==> config.mk <==
export PLATFORM = sky130hd
export DESIGN_NAME = chip_74ls175
export DESIGN_NICKNAME = d
export VERILOG_FILES = /design/src/rtl/chip_74ls175.sv
export SDC_FILE = /design/constraint.sdc
export NUM_CORES = 1
export LEC_CHECK = 0
export BUFFER_PORTS_ARGS = -buffer_cell sky130_fd_sc_hd__clkbuf_2
export CAP_MARGIN = 15
export CORE_AREA = 2 2 39 41
export CTS_BUF_LIST = sky130_fd_sc_hd__clkbuf_4
export CTS_CLUSTER_DIAMETER = 120
export CTS_CLUSTER_SIZE = 30
export DETAILED_ROUTE_END_ITERATION = 12
export DIE_AREA = 0 0 41 43
export HOLD_SLACK_MARGIN = 0.06
export PLACE_DENSITY = 0.41
export SLEW_MARGIN = 15
export SYNTH_ARGS = -nofsm -noshare
export SYNTH_HDL_FRONTEND = slang
export SYNTH_SLANG_ARGS = --single-unit
==> constraint.sdc <==
create_clock -name CP -period 0.8 [get_ports CP]
set_input_delay 0.16 -clock CP [delete_from_list [all_inputs] [get_ports CP]]
set_output_delay 0.16 -clock CP [all_outputs]
set_load 0.01 [all_outputs]
==> src/rtl/chip_74ls175.sv <==
// Quad D flip-flop with true and complement outputs, a synchronous reset and a
// synchronous active-low clear. Every state change happens on the rising edge of CP.
module chip_74ls175 (
    input  logic CP,
    input  logic RST,
    input  logic CLRn,
    input  logic D0,
    input  logic D1,
    input  logic D2,
    input  logic D3,
    output logic Q0,
    output logic Q1,
    output logic Q2,
    output logic Q3,
    output logic Q0n,
    output logic Q1n,
    output logic Q2n,
    output logic Q3n
);

    logic [3:0] d_bus;
    logic [3:0] q_q;
    logic [3:0] q_d;

    assign d_bus = {D3, D2, D1, D0};

    // A functional clear loads zero and ignores D on that edge.
    always_comb begin
        q_d = d_bus;
        if (!CLRn) begin
            q_d = 4'h0;
        end
    end

    always_ff @(posedge CP) begin
        if (RST) begin
            q_q <= 4'h0;
        end else begin
            q_q <= q_d;
        end
    end

    // The complements come from the same register, so Qi and Qin can never agree.
    assign {Q3, Q2, Q1, Q0}     = q_q;
    assign {Q3n, Q2n, Q1n, Q0n} = ~q_q;

endmodule

==> results of run 1 <==
power groups by stage:
stage / registers (mW) / clock network (mW) / logic [mW]
after floorplan: 0.219 / 0 / 0.0142
after global placement: 0.216 / 0 / 0.0500
after detailed placement: 0.217 / 0 / 0.0492
after CTS: 0.215 / 0.260 / 0.0493
after global routing: 0.217 / 0.268 / 0.0681
final: 0.216 / 0.247 / 0.0598
logic make-up (layout without fill, tap and decap cells):
logic type / Yosys count / after routing / share of synthesized area, %
flops: 4 / 4 / 61.5
buf+inv: 4 / 21 / 11.5
simple gates: 4 / 4 / 26.9
path summary, 6_finish.rpt:
kind                  to  slack (ps)    from
hold / removal    q_q[0]         170      D0
setup / recovery     Q3n         -60  q_q[3]
stage by stage:
stage / utilization (%) / hold slack (ps)
finish: 19.7 / 174
global route: 19.7 / 176
CTS: 17.9 / 166
global placement: 15.9 / 418
floorplan: - / 316
detailed placement: 15.9 / 413
repair_timing:
item	CTS	global route
setup endpoints to repair	8	8
resized for setup	4	16
cloned	0	0
buffers inserted	0	0
metal layers:
layer | part of all wire [%] | routed length, µm | track usage, %
met5 | 0 | 0 | 0
met4 | 0 | 0 | 6.00
met3 | 17 | 54 | 4.71
met2 | 33 | 109 | 2.19
met1 | 50 | 164 | 5.14
cell type report:
type | count | area [µm²] | share of cell area [%]
inverter | 4 | 15.0 | 5.50
tap | 16 | 20.0 | 7.34
timing repair buffer | 14 | 95.1 | 34.9
multi-input combinational | 4 | 35.0 | 12.8
clock buffer | 3 | 22.5 | 8.26
sequential | 4 | 85.1 | 31.2
cell usage in the layout, fill, tap and decap left out:
master	instances
clkbuf_2	6
inv_2	4
and3b_1	4
buf_6	4
buf_2	4
dfxtp_2	4
clkbuf_4	3
==> flow_metrics.tcl, run 1 <==
set metrics [dict create \
    die-area_um2 1760 \
    worstSetupPathDepth 2 \
    cp_slowest_stage_delay_ps 330 \
    synth_top_cell_area_share_pct 61.5 \
    hold_viol_final 0 \
    maxCapViolations 0 \
    cts.hold.buffers_added 0 \
    path_class "reg -> out" \
    die_w_um 41 \
    crit_path_start_kind "register" \
    hold_depth 2 \
    drc_errors 0 \
    grt_pass1_vias 101 \
    syn_nets 19 \
    drt_iter0_markers 3 \
    slew_headroom_pct 95.8 \
    gp_congestion 0.530 \
    htreeDepth 1 \
    power_mw 0.522 \
    yosysSeqAreaShare_pct 61.5 \
    dpl-instance-area_um2 220 \
    clockPowerShare_pct 47.2 \
    ir_drop_v 0.000680 \
    cts_buffer_depth 2 \
    fin_crit_ps 863 \
    status "finished, violations left" \
    initial_utilization_pct 9.40 \
    crit_family "flip-flops" \
    yosysUniqueCellTypes 3 \
    drive_above_1_share_pct 86.2 \
    via_per_inst 3.13 \
    cp-end-kind "primary output" \
    crit_buf_inv 2 \
    setup-violations-final 8 \
    coreArea_um2 1380 \
    cts_buffers 3 \
    final_cells 45 \
    worst_ep_required_time_ps 640 \
    cts_root_buf "clkbuf_4" \
    track_usage_pct 4.12 \
    synth_enable_flop_cells 0 \
    grt_pass1_wl_um 379 \
    crit_path_top_delay_cell "dfxtp_2" \
    vias 141 \
    post-place-ws_ps 152 \
    grt_overflow 0 \
    seqPwrFrac_pct 41.4 \
    rows 14 \
    ys_ff_latch 4 \
    antennaDiodeCount 0 \
    p_per_area_nw_per_um2 1920 \
    fin_setup_tns_ps -402 \
    cp_cell_sequence "inv_2 > buf_6" \
    cts.sinks 4 \
    worst_pin_slew_ps 62.8 \
    p_int_mw 0.415 \
    die_h_um 43 \
    netlist_area_um2 130 \
    synthToLayoutAreaGrowth_pct 110 \
    switching_share_pct 20.6 \
    violations "negative setup slack" \
    crit_fanout 2 \
    drv_slew 0 \
    async_reset_ff_share_pct 0 \
    share_comb_of_total_power_pct 11.4 \
    p_sw_mw 0.108 \
    ys_warn_count 0 \
    num_io_pins 15 \
    synth_common_cells "4 x and3b_1, 4 x dfxtp_1, 4 x inv_1" \
    antenna_found_initial 0 \
    fin_area_um2 273 \
    setup_slack_ps -63.3 \
    largest_registers "q_q x4" \
    grt_max_degree 5 \
    max_freq_mhz 1160 \
    wl_per_cell_um 7.27 \
    antenna_left 0 \
    place_inst 42 \
    nets 38 \
    synth_top_flop_cell "dfxtp_1" \
    synthesis.instances 12 \
    cts_tree "built" \
    synth_largest_area_cell "dfxtp_1" \
    rsz0062_at_grt "true" \
    io_buffers 14 \
    yosys-top-cells-area "dfxtp_1 62%, and3b_1 27%, inv_1 12%" \
    period_share_pct 108 \
    syn_area_per_cell_um2 10.8 \
    hold_path.class "in -> reg" \
    clk_pin_slew_ps 40 \
    wirelength_um 327 \
    drt_first_pass_iters 2 \
    largest_register_ffs 4 \
    power.leakage_nw 0.152 \
    arrival_ps 700 \
    fillCellCount 153 \
    regMostFlops "q_q" \
]
Note: power is estimated with default switching activity, not from simulation.
==> run 2, diff against run 1 <==
==> constraint.sdc (replaced) <==
create_clock -name CP -period 0.8 [get_ports CP]
set_input_delay 0.08 -clock CP [delete_from_list [all_inputs] [get_ports CP]]
set_output_delay 0.08 -clock CP [all_outputs]
set_load 0.01 [all_outputs]
==> flow_metrics.tcl, run 2 (synthesized netlist as in run 1, its figures left out) <==
set metrics [dict create \
    fillCellCount 153 \
    hold_depth 2 \
    largest_register_ffs 4 \
    power_mw 0.523 \
    p_per_area_nw_per_um2 1920 \
    cts_buffer_depth 2 \
    drt_first_pass_iters 2 \
    grt_max_degree 5 \
    via_per_inst 3.13 \
    io_buffers 14 \
    p_sw_mw 0.108 \
    cts_root_buf "clkbuf_4" \
    initial_utilization_pct 9.40 \
    largest_registers "q_q x4" \
    rsz0062_at_grt "true" \
    fin_crit_ps 786 \
    wirelength_um 327 \
    rows 14 \
    vias 141 \
    path_class "reg -> out" \
    crit_fanout 2 \
    seqCellArea_um2 85.1 \
    antennaDiodeCount 0 \
    drt_iter0_markers 3 \
    period_share_pct 98.3 \
    drv_slew 0 \
    holdPathEnd "q_q[0]" \
    status "completed" \
    hold_path.class "in -> reg" \
    min_from "D0" \
    nets 38 \
    ir_drop_v 0.000681 \
    maxCapViolations 0 \
    cts.hold.buffers_added 0 \
    wl_per_cell_um 7.27 \
    htreeDepth 1 \
    cts.sinks 4 \
    clockPowerShare_pct 47.2 \
    coreArea_um2 1380 \
    die-area_um2 1760 \
    cts_buffers 3 \
    switching_share_pct 20.7 \
    drc_errors 0 \
    power.leakage_nw 0.151 \
    die_w_um 41 \
    slew_headroom_pct 95.7 \
    antenna_left 0 \
    postLayoutCoreUtil_pct 19.7 \
    drive_above_1_share_pct 86.2 \
    die_h_um 43 \
    setup-violations-final 0 \
    max_freq_mhz 1270 \
    grt_overflow 0 \
    share_comb_of_total_power_pct 11.4 \
    post_cts_buffers 0 \
    worst_pin_slew_ps 64.1 \
    p_int_mw 0.415 \
    grt_pass1_wl_um 379 \
    track_usage_pct 4.12 \
    crit_path_start_kind "register" \
    final_cells 45 \
    hold_viol_final 0 \
    worst_ep_required_time_ps 720 \
    num_io_pins 15 \
    synthToLayoutAreaGrowth_pct 110 \
    seqPwrFrac_pct 41.4 \
    antenna_found_initial 0 \
    cts_tree "built" \
    gp_congestion 0.530 \
    multi_input_area_um2 35.0 \
    arrival_ps 710 \
    cp-end-kind "primary output" \
    regMostFlops "q_q" \
    final_cell_mix "8 x clkbuf_2, 4 x inv_2, 4 x and3b_1, 4 x buf_6, 4 x dfxtp_2" \
    place_inst 42 \
    final_common_cell "clkbuf_2" \
    clk_pin_slew_ps 40 \
    grt_pass1_vias 101 \
]
-- run 2: cell types whose count changed in the layout (fill, tap and decap cells not counted), sizes merged --
cell / before / now
buf: 8 / 6
clkbuf: 9 / 11
-- run 2: per-layer routing --
metal / track usage [%] / routed length (µm) / vias to the layer above
met5: 0 / 0 / -
met3: 4.71 / 51 / 0
li1: - / - / 70
met1: 5.14 / 167 / 56
met2: 2.19 / 109 / 15
met4: 6.00 / 0 / 0
-- run 2: critical path, cell delays in order (launching register included) --
cell and delay, ps:
dfxtp_2 330, inv_2 40, buf_6 110
-- run 2: worst max-delay path by stage --
stage                     startpoint  depth (start not counted)  slack, ps  end
after global routing          q_q[3]                          2        -30  Q3n
after CTS                     q_q[0]                          2         -1  Q0n
final                         q_q[3]                          2         10  Q3n
after global placement        q_q[3]                          2        250  Q3n
after detailed placement      q_q[0]                          2        230  Q0n
after floorplan               q_q[0]                          1        280  Q0n
-- run 2: repair_timing --
item,4_1_cts,5_1_grt
resized for setup,4,14
endpoints found under the setup margin,4,4
pin swaps,0,0
-- run 2: power by group through the flow --
stage | clock, mW | sequential (mW) | combinational, mW
6_report | 0.247 | 0.216 | 0.0597
4_1_cts | 0.260 | 0.215 | 0.0493
2_1_floorplan | 0 | 0.219 | 0.0142
3_3_place_gp | 0 | 0.216 | 0.0500
5_1_grt | 0.268 | 0.218 | 0.0681
3_5_place_dp | 0 | 0.217 | 0.0492
-- run 2: metrics by stage --
step | area, µm² | TNS (ps) | setup WS [ps] | hold slack, ps
detailed placement | 220 | 0 | 232 | 333
CTS | 248 | -1.37 | -1.37 | 86.0
global placement | 220 | 0 | 252 | 338
global route | 273 | -75.5 | -25.6 | 95.7
finish | 273 | 0 | 14.0 | 94.3
floorplan | 130 | 0 | 284 | 236
-- run 2: layout make-up --
cell class                      instances  share of cell area (%)
Inverter                                4                    5.50
Tap cell                               16                    7.34
Clock buffer                            3                    8.26
Timing Repair Buffer                   14                    34.9
Multi-Input combinational cell          4                    12.8
Sequential cell                         4                    31.2
==> run 3, diff against run 2 <==
--- a/config.mk
+++ b/config.mk
@@ -5,6 +5,7 @@
 export SDC_FILE = /design/constraint.sdc
 export NUM_CORES = 1
 export LEC_CHECK = 0
+export ABC_AREA = 1
 export BUFFER_PORTS_ARGS = -buffer_cell sky130_fd_sc_hd__clkbuf_2
 export CAP_MARGIN = 15
 export CORE_AREA = 2 2 39 41
==> flow_metrics.tcl, run 3 <==
set metrics [dict create \
    status "completed" \
    crit_buf_inv 2 \
    yosys-top-cells-area "dfxtp_1 59%, inv_1 25%, nor2_1 11%" \
    share_comb_of_total_power_pct 14.3 \
    grt_max_degree 5 \
    cts_buffers 3 \
    clk_pin_slew_ps 30 \
    seqPwrFrac_pct 40.5 \
    cp_slowest_stage_delay_ps 310 \
    netlist_area_um2 135 \
    power.leakage_nw 0.173 \
    p_int_mw 0.423 \
    antenna_found_initial 0 \
    p_sw_mw 0.107 \
    grt_pass1_vias 138 \
    worst_pin_slew_ps 87.1 \
    num_io_pins 15 \
    maxCapViolations 0 \
    cts_buffer_depth 2 \
    crit_family "flip-flops" \
    cp_cell_sequence "inv_1 > clkbuf_2" \
    syn_nets 25 \
    cp-end-kind "primary output" \
    grt_pass1_wl_um 455 \
    period_share_pct 96.6 \
    nets 48 \
    synth_largest_area_cell "dfxtp_1" \
    cts_tree "built" \
    yosysSeqAreaShare_pct 59.3 \
    largest_register_ffs 4 \
    fin_hold_ws_ps 106 \
    vias 163 \
    place_inst 48 \
    grt_overflow 0 \
    ir_drop_v 0.000259 \
    synth_top_cell_area_share_pct 59.3 \
    htreeDepth 1 \
    p_per_area_nw_per_um2 1710 \
    worst_ep_required_time_ps 720 \
    io_buffers 14 \
    crit_path_start_kind "register" \
    dpl.hpwl_um 240 \
    clockPowerShare_pct 45.1 \
    path_class "reg -> out" \
    hold_viol_final 0 \
    hold_path.class "in -> reg" \
    drc_errors 0 \
    largest_registers "q_q x4" \
    ys_ff_latch 4 \
    postLayoutCoreUtil_pct 22.4 \
    fin_crit_ps 773 \
    drv_slew 0 \
    final_cell_mix "11 x clkbuf_2, 6 x inv_1, 4 x nor2_1, 4 x dlygate4sd3_1" \
    wl_per_cell_um 6.02 \
    synth_common_cells "9 x inv_1, 4 x dfxtp_1, 4 x nor2_1" \
    max_freq_mhz 1290 \
    cts_root_buf "clkbuf_4" \
    antennaDiodeCount 0 \
    antenna_left 0 \
    synth_enable_flop_cells 0 \
    final_cells 55 \
    arrival_ps 690 \
    synth_top_flop_cell "dfxtp_1" \
    fin_setup_tns_ps 0 \
    die_h_um 43 \
    final_common_cell "clkbuf_2" \
    die_w_um 41 \
    synthesis.instances 18 \
    track_usage_pct 4.81 \
    via_per_inst 2.96 \
    crit_fanout 2 \
    syn_area_per_cell_um2 7.51 \
    switching_share_pct 20.1 \
    drt_iter0_markers 0 \
    drt_first_pass_iters 1 \
    initial_utilization_pct 9.76 \
    gp_congestion 0.546 \
    power_mw 0.529 \
    cts.sinks 4 \
    ys_warn_count 0 \
    synthToLayoutAreaGrowth_pct 130 \
    rows 14 \
    coreArea_um2 1380 \
    regMostFlops "q_q" \
    wirelength_um 331 \
    async_reset_ff_share_pct 0 \
    rsz0062_at_grt "false" \
    drive_above_1_share_pct 61.5 \
    die-area_um2 1760 \
    yosysUniqueCellTypes 4 \
    crit_path_top_delay_cell "dfxtp_1" \
    yosys.cell_count.top_type "inv_1" \
    setup-violations-final 0 \
    slew_headroom_pct 94.2 \
]
## run 3: cell types whose count changed in the layout (fill, tap and decap cells not counted), sizes merged
cell | before | now
nor2 | 0 | 4
clkbuf | 11 | 14
nand2 | 0 | 1
and3b | 4 | 0
buf | 6 | 3
dlygate4sd3 | 0 | 4
inv | 4 | 9
## run 3: kinds of logic (layout without fill, tap and decap cells)
| group | count (synthesis) | after routing | synth area share (%) |
|---|---|---|---|
| buf+inv | 9 | 30 | 25.0 |
| simple gates | 5 | 5 | 15.7 |
| flops | 4 | 4 | 59.3 |
## run 3: repair_timing
action | CTS | global route
gates resized for setup | 0 | 12
setup endpoints to repair | 0 | 3
hold buffers | 4 | 0
setup buffers | 0 | 0
hold endpoints to repair | 4 | 0
## run 3: per-layer routing
layer	GRT usage [%]	share of wire, %	vias up
met5	0	0	-
met4	12.0	0	0
met3	0	12	0
met2	6.25	59	10
met1	3.21	29	66
li1	-	-	87
## run 3: power by group through the flow
stage / Sequential, mW / Combinational [mW] / Clock, mW
final: 0.214 / 0.0758 / 0.239
after CTS: 0.212 / 0.0687 / 0.256
after global placement: 0.215 / 0.0533 / 0
after global routing: 0.215 / 0.0865 / 0.257
after detailed placement: 0.215 / 0.0537 / 0
after floorplan: 0.219 / 0.0179 / 0
## run 3: final timing paths
path              slack [ps]    from  cells past startpoint      to
setup / recovery          30  q_q[0]                      2     Q0n
hold / removal           110    CLRn                      3  q_q[1]
## run 3: stage by stage
step           setup slack (ps)  cell area [µm²]
4_1_cts                    5.43              288
3_3_place_gp                265              225
5_1_grt                    2.58              310
3_5_place_dp                258              225
2_1_floorplan               284              135
6_report                   27.1              310
## run 3: layout make-up
| type | count | area, µm² |
|---|---|---|
| repair buffers | 18 | 129 |
| multi-input cells | 5 | 21.3 |
| flip-flops and latches | 4 | 83.8 |
| well taps | 16 | 20.0 |
| fillers | 163 | 1070 |
| clock buffers | 3 | 22.5 |
| inverters | 9 | 33.8 |
